### src/rtl/mem_arb_pkg.sv
// ============================================================================
// Module   : mem_arb_pkg
// Purpose  : Shared types and constants for the two-port memory arbiter.
// Revision : 1.0 - initial release
// ============================================================================
`default_nettype none

package mem_arb_pkg;

  typedef enum logic [1:0] {
    IDLE   = 2'd0,
    ACCESS = 2'd1,
    RESP   = 2'd2
  } state_t;

  localparam logic PORT_CPU = 1'b0;
  localparam logic PORT_DMA = 1'b1;

  function automatic logic [1:0] port_onehot(input logic idx);
    return idx ? 2'b10 : 2'b01;
  endfunction

endpackage

`default_nettype wire

### src/rtl/mem_arbiter_if.sv
// ============================================================================
// Module   : mem_arbiter_if
// Purpose  : Requester-side and RAM-side bus bundle of the memory arbiter.
// Revision : 1.0 - initial release
// ============================================================================
`default_nettype none

interface mem_arbiter_if #(
  parameter int ADDR_W = 32,
  parameter int DATA_W = 32
);

  logic [1:0]                   req;
  logic [1:0]                   we;
  logic [1:0][ADDR_W-1:0]       addr;
  logic [1:0][DATA_W-1:0]       wdata;
  logic [1:0][DATA_W/8-1:0]     be;
  logic [1:0]                   ack;
  logic [DATA_W-1:0]            rdata;
  logic [1:0]                   gnt;

  logic                         mem_en;
  logic                         mem_we;
  logic [ADDR_W-1:0]            mem_addr;
  logic [DATA_W-1:0]            mem_wdata;
  logic [DATA_W/8-1:0]          mem_be;
  logic [DATA_W-1:0]            mem_rdata;

  // Arbiter side
  modport slave (
    input  req, we, addr, wdata, be, mem_rdata,
    output ack, rdata, gnt, mem_en, mem_we, mem_addr, mem_wdata, mem_be
  );

  // Requesters plus RAM side
  modport master (
    output req, we, addr, wdata, be, mem_rdata,
    input  ack, rdata, gnt, mem_en, mem_we, mem_addr, mem_wdata, mem_be
  );

endinterface

`default_nettype wire

### src/rtl/rr_arbiter.sv
// ============================================================================
// Module   : rr_arbiter
// Purpose  : Combinational two-way round-robin pick; the port not granted
//            last wins a tie.
// Revision : 1.0 - initial release
// ============================================================================
`default_nettype none

module rr_arbiter
  import mem_arb_pkg::*;
(
  input  logic [1:0] req,
  input  logic       last,
  output logic [1:0] grant,
  output logic       idx
);

  always_comb begin
    idx   = PORT_CPU;
    grant = 2'b00;
    if (req == 2'b11) begin
      idx = ~last;
    end else if (req[PORT_DMA]) begin
      idx = PORT_DMA;
    end
    if (req != 2'b00) begin
      grant = port_onehot(idx);
    end
  end

endmodule

`default_nettype wire

### src/rtl/mem_arbiter.sv
// ============================================================================
// Module   : mem_arbiter
// Purpose  : Two-port (CPU/DMA) arbiter in front of a single-port RAM with a
//            fixed IDLE -> ACCESS -> RESP sequence per access.
// Revision : 1.0 - initial release
// ============================================================================
`default_nettype none

module mem_arbiter
  import mem_arb_pkg::*;
#(
  parameter int ADDR_W = 32,
  parameter int DATA_W = 32
) (
  input  logic            clk,
  input  logic            reset,
  mem_arbiter_if.slave    bus
);

  localparam int BE_W = DATA_W / 8;

  state_t              state_q, state_d;
  logic                last_q, last_d;
  logic                owner_q, owner_d;
  logic                we_q, we_d;
  logic [ADDR_W-1:0]   addr_q, addr_d;
  logic [DATA_W-1:0]   wdata_q, wdata_d;
  logic [BE_W-1:0]     be_q, be_d;
  logic                mem_en_q, mem_en_d;
  logic [1:0]          ack_q, ack_d;
  logic [1:0]          gnt_q, gnt_d;

  logic [1:0]          win_grant;
  logic                win_idx;

  rr_arbiter u_rr (
    .req   (bus.req),
    .last  (last_q),
    .grant (win_grant),
    .idx   (win_idx)
  );

  always_comb begin
    state_d  = state_q;
    last_d   = last_q;
    owner_d  = owner_q;
    we_d     = we_q;
    addr_d   = addr_q;
    wdata_d  = wdata_q;
    be_d     = be_q;
    gnt_d    = gnt_q;
    mem_en_d = 1'b0;
    ack_d    = 2'b00;
    case (state_q)
      IDLE: begin
        gnt_d = 2'b00;
        if (bus.req != 2'b00) begin
          state_d  = ACCESS;
          owner_d  = win_idx;
          we_d     = bus.we[win_idx];
          addr_d   = bus.addr[win_idx];
          wdata_d  = bus.wdata[win_idx];
          // Loads never present byte enables to the RAM
          be_d     = bus.we[win_idx] ? bus.be[win_idx] : '0;
          gnt_d    = win_grant;
          mem_en_d = 1'b1;
        end
      end
      ACCESS: begin
        state_d = RESP;
        ack_d   = port_onehot(owner_q);
      end
      RESP: begin
        state_d = IDLE;
        last_d  = owner_q;
        gnt_d   = 2'b00;
      end
      default: begin
        state_d = IDLE;
        gnt_d   = 2'b00;
      end
    endcase
  end

  always_ff @(posedge clk or posedge reset) begin
    if (reset) begin
      state_q  <= IDLE;
      last_q   <= PORT_DMA;
      owner_q  <= PORT_CPU;
      we_q     <= 1'b0;
      addr_q   <= '0;
      wdata_q  <= '0;
      be_q     <= '0;
      mem_en_q <= 1'b0;
      ack_q    <= 2'b00;
      gnt_q    <= 2'b00;
    end else begin
      state_q  <= state_d;
      last_q   <= last_d;
      owner_q  <= owner_d;
      we_q     <= we_d;
      addr_q   <= addr_d;
      wdata_q  <= wdata_d;
      be_q     <= be_d;
      mem_en_q <= mem_en_d;
      ack_q    <= ack_d;
      gnt_q    <= gnt_d;
    end
  end

  assign bus.ack       = ack_q;
  assign bus.gnt       = gnt_q;
  assign bus.mem_en    = mem_en_q;
  assign bus.mem_we    = mem_en_q & we_q;
  assign bus.mem_addr  = addr_q;
  assign bus.mem_wdata = wdata_q;
  assign bus.mem_be    = be_q;
  // RAM data arrives one cycle after the strobe, i.e. exactly in RESP
  assign bus.rdata     = (state_q == RESP) ? bus.mem_rdata : '0;

endmodule

`default_nettype wire

### src/flat_wrapper.sv
// flat-port wrapper written by rule: the top's interface ports become plain ports
module mem_arbiter_flat import mem_arb_pkg::*;
#(
  parameter int ADDR_W = 32,
  parameter int DATA_W = 32
)
  (clk, reset, bus_req, bus_we, bus_addr, bus_wdata, bus_be, bus_mem_rdata, bus_ack, bus_rdata, bus_gnt, bus_mem_en, bus_mem_we, bus_mem_addr, bus_mem_wdata, bus_mem_be);
  mem_arbiter_if #(.ADDR_W(ADDR_W), .DATA_W(DATA_W)) bus_i ();
  input  logic clk;
  input  logic reset;
  input wire logic [$bits(bus_i.req)-1:0] bus_req;
  input wire logic [$bits(bus_i.we)-1:0] bus_we;
  input wire logic [$bits(bus_i.addr)-1:0] bus_addr;
  input wire logic [$bits(bus_i.wdata)-1:0] bus_wdata;
  input wire logic [$bits(bus_i.be)-1:0] bus_be;
  input wire logic [$bits(bus_i.mem_rdata)-1:0] bus_mem_rdata;
  output wire logic [$bits(bus_i.ack)-1:0] bus_ack;
  output wire logic [$bits(bus_i.rdata)-1:0] bus_rdata;
  output wire logic [$bits(bus_i.gnt)-1:0] bus_gnt;
  output wire logic [$bits(bus_i.mem_en)-1:0] bus_mem_en;
  output wire logic [$bits(bus_i.mem_we)-1:0] bus_mem_we;
  output wire logic [$bits(bus_i.mem_addr)-1:0] bus_mem_addr;
  output wire logic [$bits(bus_i.mem_wdata)-1:0] bus_mem_wdata;
  output wire logic [$bits(bus_i.mem_be)-1:0] bus_mem_be;
  assign bus_i.req = bus_req;
  assign bus_i.we = bus_we;
  assign bus_i.addr = bus_addr;
  assign bus_i.wdata = bus_wdata;
  assign bus_i.be = bus_be;
  assign bus_i.mem_rdata = bus_mem_rdata;
  assign bus_ack = bus_i.ack;
  assign bus_rdata = bus_i.rdata;
  assign bus_gnt = bus_i.gnt;
  assign bus_mem_en = bus_i.mem_en;
  assign bus_mem_we = bus_i.mem_we;
  assign bus_mem_addr = bus_i.mem_addr;
  assign bus_mem_wdata = bus_i.mem_wdata;
  assign bus_mem_be = bus_i.mem_be;
  mem_arbiter #(.ADDR_W(ADDR_W), .DATA_W(DATA_W)) u_core (.clk(clk), .reset(reset), .bus(bus_i));
endmodule
### config.mk
export PLATFORM = sky130hd
export DESIGN_NAME = mem_arbiter_flat
export DESIGN_NICKNAME = d
export VERILOG_FILES = /design/src/rtl/mem_arb_pkg.sv /design/src/rtl/mem_arbiter_if.sv /design/src/rtl/rr_arbiter.sv /design/src/rtl/mem_arbiter.sv /design/src/flat_wrapper.sv
export SDC_FILE = /design/constraint.sdc
export NUM_CORES = 1
export LEC_CHECK = 0
export BUFFER_PORTS_ARGS = -buffer_cell sky130_fd_sc_hd__buf_2
export CAP_MARGIN = 20
export CORE_ASPECT_RATIO = 1.5
export CORE_MARGIN = 5
export CORE_UTILIZATION = 36
export CTS_CLUSTER_DIAMETER = 150
export CTS_CLUSTER_SIZE = 8
export DETAILED_ROUTE_END_ITERATION = 12
export PLACE_DENSITY = 0.75
export RECOVER_POWER = 50
export SLEW_MARGIN = 20
export SYNTH_ARGS = -nofsm -noshare
export SYNTH_HDL_FRONTEND = slang
export SYNTH_SLANG_ARGS = --single-unit
export TNS_END_PERCENT = 50
### constraint.sdc
create_clock -name clk -period 4.4 [get_ports clk]
set_clock_uncertainty 0.05 [all_clocks]
set_input_delay 0.22 -clock clk [delete_from_list [all_inputs] [get_ports clk]]
set_output_delay 0.22 -clock clk [all_outputs]
set_load 0.01 [all_outputs]
==> impl_metrics.csv <==
group,metric,value,unit
status,status,"complete, no violations",
global_route,first_global_vias,4153,
floorplanning,die_w,94.3,um
sta,setup_slack,2.16,ns
worst_setup_path,reg2reg_slack,2.32,ns
worst_setup_path,r2r_cells,4,
final_layout,antenna_cells,0,
global_route,grt_first_pass_wirelength,20600,um
worst_setup_path,crit_path_end,"u_core.owner_q",
drt,drtIter0Drc,162,
sta,relSlewSlack,40.1,%
synth,avgSynthCellArea,8.79,sq um
sta,finalCriticalPeriod,2.24,ns
floorplanning,core_area,0.0105,sq mm
floorplanning,die_h,136,um
synth,netlist_area,0.00384,sq mm
global_route,grt.total_usage,20.1,%
synth,synth-seq-area-share,50.9,%
drt,dr.pass1.iters,4,
worst_setup_path,worstPathArrival,2.40,ns
cts,cts.clk_slew.worst_paths,0.06,ns
synth,yosysUniqueCellTypes,27,
run,drv_cap,0,
sta,slew_violations,0,
worst_setup_path,endpoint_kind,"flip-flop",
sta,setup_viol,0,
cts,clk-insertion-delay-late,0.33,ns
drt,antenna_left,0,
sta,whs,0.0676,ns
synth,async_flop_share,100,%
final_layout,layout-drive-gt1-share,36.9,%
worst_setup_path,worst-setup-path-type,"in2reg",
worst_setup_path,rr_startpoint,"u_core.state_q[0]",
final_layout,instances_no_fill,841,
drt,drc,0,
sta,tightest_slew,0.898,ns
sta,finalHoldViolations,0,
synth,ys_ff_latch,78,
drt,wirelength,13200,um
pwr,total_power,3.62,mW
worst_setup_path,path_max_fanout,67,
global_route,grt_antenna_before_repair,0,
cts,post-cts-setup-buffer-count,0,
synth,netlist_top_cells_area,"dfrtp_1, nand2_1, a31oi_1",
floorplanning,pin_count,280,
floorplanning,rows,46,
sta,tns,0,ns
sta,rsz0062_at_grt,"false",
cts,root_buffer,"clkbuf_16",
place,gp_congestion,0.821,
drt,viasPerCell,4.98,
place,place_hpwl,9750,um
drt,routedWlPerCell,15.7,um
drt,vias,4186,
final_layout,nets,866,
cts,clock-sinks,78,
worst_setup_path,timing.rr.end,"u_core.owner_q",
synth,synth_nets,611,
place,numPlacedInstances,825,
sta,fmax,447,MHz
synth,ys_warn_count,0,
worst_setup_path,crit_required,4.56,ns
synth,synth-edff-count,0,
synth,synth_flop_cell,"dfrtp_1",
final_layout,area_growth_syn_to_layout,41.9,%
pwr,ir_drop,0.338,mV
floorplanning,dieArea,0.0129,sq mm
worst_setup_path,startpoint,"bus_req[0]",
worst_hold_path,hp-class,"in2async",
floorplanning,initial_core_util,36.5,%
place,io_buffers,279,
cts,cts_inserted_buffers,9,
cts,cts.path.max_buffers,2,
sta,fin_crit_sh,50.8,%
worst_setup_path,crit_path_start_kind,"primary input",
place,pre_cts_ws,1.85,ns
cts,cts_htree_levels,3,
cts,cts_resized,0,
global_route,grt-ovfl-total,0,
cts,cts_tree,"yes",
pwr,p_per_area,664,mW/mm^2
pwr,leakage,2.73,nW
cts,holdBufCountCts,0,
synth,yosys.area.top_type,"dfrtp_1",
global_route,grt_max_degree,79,
synth,syn_inst,437,
synth,synthDominantCellAreaShare,50.2,%
[flip-flops by register name, indices dropped and copies added (netlist names)]
register              flops
u_core.bus.mem_wdata     32
u_core.bus.mem_en         1
u_core.last_q             1
u_core.bus.mem_be         4
u_core.bus.ack            2
u_core.we_q               1
u_core.bus.mem_addr      32
u_core.bus.gnt            2
u_core.owner_q            1
u_core.state_q            2
[worst min-delay path by stage]
stage	to	slack, ns	startpoint	cells past startpoint
floorplan	u_core.bus.mem_be[0]	0.31	bus_be[0]	1
global placement	u_core.bus.mem_be[1]	0.42	bus_be[1]	2
detailed placement	u_core.bus.mem_be[3]	0.42	bus_be[3]	2
CTS	u_core.bus.mem_be[3]	0.08	bus_be[3]	2
global route	u_core.bus.mem_wdata[23]	0.09	bus_wdata[23]	3
finish	u_core.bus.mem_addr[16]	0.07	reset	3
[synthesized netlist by cell type (2+ instances only)]
cell type,n
inv_1,3
and4_1,4
nand2_1,131
buf_2,23
a21oi_1,65
a31oi_1,65
and2_1,34
clkbuf_1,6
nor2b_1,2
a221o_1,4
dfrtp_1,77
buf_6,8
[placed cells by master, fill, tap and decap left out, types with 3 or more instances in the layout]
cell type	count
a31oi_1	65
and4_1	4
clkbuf_8	3
a21oi_1	65
a221o_1	4
dfrtp_1	77
clkbuf_16	9
buf_2	230
clkbuf_1	50
clkinv_2	3
and2_1	33
nand2_1	131
[metal layers]
metal	share of wire, %	track usage [%]	up-vias
li1	-	-	2018
met2	49	32.7	193
met4	2.3	7.95	0
met1	41	26.3	1951
met3	8.1	3.91	24
met5	0	0	-
[power by group]
group          internal, mW  leakage (nW)  total [mW]  switching (mW)
combinational         0.606          1.70        1.61           0.999
clock                 0.426         0.142       0.706           0.279
sequential             1.09         0.892        1.31           0.222
[critical path, stage by stage]
cell,delay [ns]
buf_2,0.14
or2_4,0.49
nand2_4,0.21
clkinv_2,0.67
mux2_1,0.59
[cell families after synthesis]
family | share of synthesized area [%]
mux | 0.847
flops | 50.9
compound gates | 21.1
simple gates | 20.7
buf+inv | 6.52
[stage by stage]
step,cell area (sq um),util [%]
after floorplan,3840,-
after global placement,5210,49.5
after detailed placement,5220,49.5
after CTS,5510,52.3
after global routing,5450,51.7
final,5450,51.7
[final cells by class]
class,count,area [sq um]
tap,144,180
multi-input combinational,317,1650
clock buffer,13,270
inverter,4,17.5
sequential,78,1950
timing repair buffer,282,1360
fill,1072,5080
clock inverter,3,17.5
Note: power is estimated with default switching activity, not from simulation.
